## src/rtl/bus_source_encoder_if.sv

```systemverilog
`default_nettype none
// ============================================================================
//  Module   : bus_source_encoder_if
//  Purpose  : Request/select bundle between bus control and the source encoder.
//  Revision : 1.0  initial release
// ============================================================================
interface bus_source_encoder_if #(
  parameter int NUM_SRC = 27,
  parameter int CNT_W   = 8
);
  logic [NUM_SRC-1:0] out_req;
  logic               hold;
  logic [4:0]         select_signal;
  logic [NUM_SRC-1:0] grant;
  logic               grant_valid;
  logic               conflict;
  logic [CNT_W-1:0]   conflict_count;

  modport master (
    output out_req, hold,
    input  select_signal, grant, grant_valid, conflict, conflict_count
  );

  modport slave (
    input  out_req, hold,
    output select_signal, grant, grant_valid, conflict, conflict_count
  );
endinterface
`default_nettype wire

```

## src/rtl/bus_source_encoder.sv

```systemverilog
`default_nettype none
// ============================================================================
//  Module   : bus_source_encoder
//  Purpose  : Registers a 5-bit bus-mux select from per-source drive requests,
//             arbitrating and counting multi-driver conflicts.
//  Revision : 1.0  initial release
// ============================================================================
module bus_source_encoder #(
  parameter int NUM_SRC = 27,
  parameter int CNT_W   = 8,
  parameter bit STRICT  = 1'b0
) (
  input  wire logic            clock,
  input  wire logic            reset,
  bus_source_encoder_if.slave  bus
);
  typedef enum logic [1:0] {
    IDLE     = 2'd0,
    DRIVE    = 2'd1,
    CONFLICT = 2'd2
  } state_t;

  localparam logic [NUM_SRC-1:0] C_REQ_ONE = NUM_SRC'(1);
  localparam logic [CNT_W-1:0]   C_CNT_ONE = CNT_W'(1);
  localparam logic [CNT_W-1:0]   C_CNT_MAX = '1;

  state_t             r_state;
  logic [4:0]         r_select;
  logic [NUM_SRC-1:0] r_grant;
  logic               r_grantValid;
  logic               r_conflict;
  logic [CNT_W-1:0]   r_conflictCount;

  logic               w_anyReq;
  logic               w_multiReq;
  logic [4:0]         w_lowIdx;

  // Clearing the lowest set bit leaves something only if two or more were set.
  assign w_anyReq   = |bus.out_req;
  assign w_multiReq = |(bus.out_req & (bus.out_req - C_REQ_ONE));

  always_comb begin
    w_lowIdx = 5'd0;
    for (int i = NUM_SRC - 1; i >= 0; i--) begin
      if (bus.out_req[i]) w_lowIdx = 5'(i);
    end
  end

  always_ff @(posedge clock) begin
    if (reset) begin
      r_state         <= IDLE;
      r_select        <= 5'd0;
      r_grant         <= '0;
      r_grantValid    <= 1'b0;
      r_conflict      <= 1'b0;
      r_conflictCount <= '0;
    end else if (r_state == DRIVE && bus.hold) begin
      // Held transfer: grant frozen and requests deliberately not inspected.
      r_conflict <= 1'b0;
    end else if (!w_anyReq) begin
      r_state      <= IDLE;
      r_select     <= 5'd0;
      r_grant      <= '0;
      r_grantValid <= 1'b0;
      r_conflict   <= 1'b0;
    end else if (!w_multiReq) begin
      r_state      <= DRIVE;
      r_select     <= w_lowIdx + 5'd1;
      r_grant      <= C_REQ_ONE << w_lowIdx;
      r_grantValid <= 1'b1;
      r_conflict   <= 1'b0;
    end else begin
      r_state    <= CONFLICT;
      r_conflict <= 1'b1;
      if (r_conflictCount != C_CNT_MAX) r_conflictCount <= r_conflictCount + C_CNT_ONE;
      if (STRICT) begin
        r_select     <= 5'd0;
        r_grant      <= '0;
        r_grantValid <= 1'b0;
      end else begin
        r_select     <= w_lowIdx + 5'd1;
        r_grant      <= C_REQ_ONE << w_lowIdx;
        r_grantValid <= 1'b1;
      end
    end
  end

  assign bus.select_signal  = r_select;
  assign bus.grant          = r_grant;
  assign bus.grant_valid    = r_grantValid;
  assign bus.conflict       = r_conflict;
  assign bus.conflict_count = r_conflictCount;
endmodule
`default_nettype wire

```

## src/flat_wrapper.sv

```systemverilog
// flat-port wrapper written by rule: the top's interface ports become plain ports
module bus_source_encoder_flat 
#(
  parameter int NUM_SRC = 27,
  parameter int CNT_W   = 8,
  parameter bit STRICT  = 1'b0
)
  (clock, reset, bus_out_req, bus_hold, bus_select_signal, bus_grant, bus_grant_valid, bus_conflict, bus_conflict_count);
  bus_source_encoder_if #(.NUM_SRC(NUM_SRC), .CNT_W(CNT_W)) bus_i ();
  input  wire logic clock;
  input  wire logic reset;
  input wire logic [$bits(bus_i.out_req)-1:0] bus_out_req;
  input wire logic [$bits(bus_i.hold)-1:0] bus_hold;
  output wire logic [$bits(bus_i.select_signal)-1:0] bus_select_signal;
  output wire logic [$bits(bus_i.grant)-1:0] bus_grant;
  output wire logic [$bits(bus_i.grant_valid)-1:0] bus_grant_valid;
  output wire logic [$bits(bus_i.conflict)-1:0] bus_conflict;
  output wire logic [$bits(bus_i.conflict_count)-1:0] bus_conflict_count;
  assign bus_i.out_req = bus_out_req;
  assign bus_i.hold = bus_hold;
  assign bus_select_signal = bus_i.select_signal;
  assign bus_grant = bus_i.grant;
  assign bus_grant_valid = bus_i.grant_valid;
  assign bus_conflict = bus_i.conflict;
  assign bus_conflict_count = bus_i.conflict_count;
  bus_source_encoder #(.NUM_SRC(NUM_SRC), .CNT_W(CNT_W), .STRICT(STRICT)) u_core (.clock(clock), .reset(reset), .bus(bus_i));
endmodule
```

## config.mk

```make
export PLATFORM = sky130hd
export DESIGN_NAME = bus_source_encoder_flat
export DESIGN_NICKNAME = d
export VERILOG_FILES = /design/src/rtl/bus_source_encoder_if.sv /design/src/rtl/bus_source_encoder.sv /design/src/flat_wrapper.sv
export SDC_FILE = /design/constraint.sdc
export NUM_CORES = 1
export LEC_CHECK = 0
export ABC_AREA = 1
export CORE_MARGIN = 3
export CORE_UTILIZATION = 46
export DETAILED_ROUTE_END_ITERATION = 6
export PLACE_DENSITY_LB_ADDON = 0.2
export SLEW_MARGIN = 20
export SYNTH_ARGS = -nofsm -noshare
export SYNTH_HDL_FRONTEND = slang
export SYNTH_SLANG_ARGS = --single-unit
```

## constraint.sdc

```tcl
create_clock -name clock -period 3.1 [get_ports clock]
set_input_delay 0.465 -clock clock [delete_from_list [all_inputs] [get_ports clock]]
set_output_delay 0.465 -clock clock [all_outputs]
set_load 0.05 [all_outputs]
```

==> flow_results.org <==
** Pwr
- Of the total power, registers draw 0.513.
- In this run the power spent charging and discharging nets is 0.000313 W.
- Combinational share of power :: 0.182
- Static Leak :: 1.45 nW
- Maximum vdd ir drop :: 272 uV
- For this design the ratio of total power to cell area is around 320 nW/um^2.
- Net Sw Frac :: 0.276
- The internal portion of the total power is a little over 0.0008 W.
- Of the total power, the clock network draws 0.306.

** Setup path
- The largest single stage delay on the critical path is between 400 and 500 ps.
- CP Data Arrival Time :: slightly above 3000 ps
- Most common cell type on the critical path :: sky130_fd_sc_hd__nand2_1
- The critical path is of the primary input to flop type.
- In this run the worst path has a maximum fanout of 4.
- The worst setup path is launched from a primary input.
- Crit end category :: flop
- For the worst setup path, the data required time is 3330 ps.
- The largest individual stage delay along the critical path comes from the cell sky130_fd_sc_hd__clkdlybuf4s50_1.

** Synth
- Post-synth cell types :: 39
- Top FF cell, synth :: sky130_fd_sc_hd__dfxtp_1
- Avg Cell Area, Syn :: approximately 6.5 um^2
- Proportion of netlist area held by the largest area contributor :: 0.347
- Sorting the synthesized cells by area gives the leading types as sky130_fd_sc_hd__dfxtp_1 35%, sky130_fd_sc_hd__nand2_1 17%, sky130_fd_sc_hd__inv_1 8.1%, sky130_fd_sc_hd__a21oi_1 7.9%, sky130_fd_sc_hd__nor2_1 6.7%.
- The synthesized design contains 0 enable-type register cells.
- Total standard cell area after synthesis :: 2540 um^2
- For this run, asynchronously set or reset flops after synthesis account for 0.
- Nets in the synthesized netlist :: ~430
- Cell taking the most area after synthesis :: sky130_fd_sc_hd__dfxtp_1
- The share of the Yosys chip area taken by registers is 0.347.
- After synthesis the netlist holds a flip-flop and latch count of 44.
- Synth warnings :: 0
- Counting every instance in the synthesized netlist gives 390.

** Global route
- The initial antenna violation count came to 0.
- After global routing the overflow that remains totals 0.
- Entering global routing, the biggest net connects 39 pins.
- Wire length of the first global-routing pass :: 10900 um
- Overall fraction of global-route tracks in use :: 0.207
- Number of global-route vias before repair :: approximately 2600

** Routing
- Using the TritonRoute via totals, the vias-per-cell ratio works out to ~5.
- Detail Route Antenna Nets :: 0
- Post-DR wirelength/cell :: roughly 12 um
- Post-Route WL :: around 6400 um
- Via count :: 2689
- Count of TritonRoute iterations in the first routing pass :: 4
- After detailed routing, the number of remaining DRC violations is 0.
- In this run, the number of DRC markers left after iteration 0 of detailed routing was between 100 and 150.

** Clocking
- Clock tree from TritonCTS :: built
- Buffers inserted during clock tree synthesis total 5.
- The tree is rooted in a sky130_fd_sc_hd__clkbuf_8.
- The number of hold buffers added after CTS was 0.
- Cells resized by post-CTS repair :: 0
- Clock network latency to the later pin of the worst-skew pair :: approximately 290 ps
- The number of setup buffers added after CTS is 0.
- The clock tree synthesis step divided the H-tree into 2 levels.
- After clock tree synthesis, the clock-pin slew on the worst setup and hold paths is approximately 80 ps.
- The clock net in this run drives a total of 44 sinks.
- Largest buffer count on any clock path :: 2

** Layout
- Measured on the finished design, the core utilization comes to 0.676.
- In the final layout, the share of cells above drive strength 1 is 0.121.
- Leaving out fill and tap cells, the most frequent cell in the layout is sky130_fd_sc_hd__nand2_1.
- Counting the fill cells in the layout gives 455.
- The library cells used most frequently in the layout, excluding fill and tap cells, are 113 x sky130_fd_sc_hd__nand2_1, 71 x sky130_fd_sc_hd__clkdlybuf4s50_1, 54 x sky130_fd_sc_hd__inv_1, 44 x sky130_fd_sc_hd__dfxtp_1.
- Relative area change from synthesis to final layout :: 38.8%
- At the end of the flow, the number of nets in the layout was around 500.
- # diodes :: 0

** Floorplanning
- Die Y :: between 80 and 90 um
- Starting density of the core :: 0.487
- Number of placed I/O pins :: 72
- Standard-cell row count :: 26
- Area of the placeable core :: ~5200 um^2
- The die covers about 6400 um^2.
- Horiz. Die Dim :: approximately 80 um

** Timing
- Max Fclk :: 351 MHz
- Minimum clock period :: around 2800 ps
- Slew @ Worst Pin :: roughly 540 ps
- Count of endpoints failing hold in the final timing report :: 0
- Dividing the final minimum period by the clock period gives 0.919.
- Final TNS setup :: 0 ps
- Setup violations remaining at the end of the flow were counted as 0.
- Final-report max-slew violation count :: 0
- The worst pin sits at a relative slew slack of 0.638.
- Maximum clock skew at final layout :: between 7 and 8 ps

** Place
- RD Place Congestion :: between 0.8 and 0.9
- Detailed placement ended at an HPWL of around 4800 um.
- I/O Buffers :: 71

** Run status
- Outcome :: complete, no violations

** Job
- Number of maximum-capacitance constraint violations :: 0

** Hold path
- Class of the tightest hold or removal check :: flop to flop
-- final cells by class --
class                      instances  area, um^2  area share
sequential                        44         881       0.250
tap                               70        87.6      0.0249
inverter                          59         223      0.0633
multi-input combinational        277        1450       0.412
clock inverter                     1        8.76     0.00249
timing repair buffer              82         793       0.225
clock buffer                       7        76.3      0.0217
-- final timing paths --
check | start | to | slack (ps) | depth (start not counted)
worst max-delay path | bus_out_req[24] | u_core.bus.grant[23]$_SDFFE_PP0N_ | 250 | 34
worst min-delay path | u_core.bus.select_signal[1]$_SDFFE_PP0N_ | u_core.bus.select_signal[1]$_SDFFE_PP0N_ | 470 | 2
worst max register to register | u_core.bus.conflict_count[0]$_SDFFE_PP0P_ | u_core.bus.conflict_count[2]$_SDFFE_PP0P_ | 1150 | 10
worst min register to register | u_core.bus.select_signal[1]$_SDFFE_PP0N_ | u_core.bus.select_signal[1]$_SDFFE_PP0N_ | 470 | 2
-- metal layers --
metal	GRT usage	part of all wire	vias up
met5	0	0	-
met3	0.0359	0.062	7
met2	0.347	0.46	76
li1	-	-	1398
met4	0.0507	0.011	0
met1	0.274	0.47	1208
-- power by group through the flow --
stage	Clock (W)	Combinational, W	Sequential (W)
floorplan	0	0.0000800	0.000629
finish	0.000347	0.000206	0.000582
CTS	0.000357	0.000201	0.000582
detailed placement	0	0.000200	0.000595
global route	0.000377	0.000228	0.000583
global placement	0	0.000197	0.000595
-- through the flow --
step | power (W) | hold slack, ps | instance area (um^2) | worst slack (ps) | instances
after floorplan | 0.000709 | 631 | 2540 | 619 | 390
after global placement | 0.000793 | 455 | 3380 | 6.76 | 532
after detailed placement | 0.000795 | 457 | 3380 | -121 | 532
after CTS | 0.00114 | 470 | 3470 | 186 | 540
after global routing | 0.00119 | 488 | 3520 | -38.7 | 540
final | 0.00113 | 468 | 3520 | 251 | 540
-- registers in the layout (all words and copies together), names as in the netlist --
signal / cells
u_core.bus.conflict: 1
u_core.bus.conflict_count: 8
u_core.bus.grant: 27
u_core.bus.grant_valid: 1
u_core.bus.select_signal: 5
u_core.r_state: 2
-- synth_stat cells, drive strengths merged (2+ instances only) --
master	n
nand2	119
inv	58
nor2	49
dfxtp	44
a21oi	43
o21ai	13
clkbuf	10
nand3	9
ha	7
nor3	7
a31oi	5
nand4	4
a32oi	3
nor4	3
or2	3
o21a	2
xor2	2
-- worst max-delay path, delay by kind of cell --
kind                     cells  cell delay, ps
AND/OR/NAND/NOR             27            1440
buffers and inverters        4             680
adder cells (fa/ha/maj)      2             330
AO/OA/AOI/OAI                1             130
-- cells by family after synthesis --
logic type | share of synthesized area
adders and majority gates | 0.0345
xor gates and xnor gates | 0.00691
buffers and inverters | 0.103
DFF | 0.347
and+or+nand+nor | 0.335
AOI/OAI and AO/OA | 0.173
No activity file was read; power rests on OpenSTA's default activity.
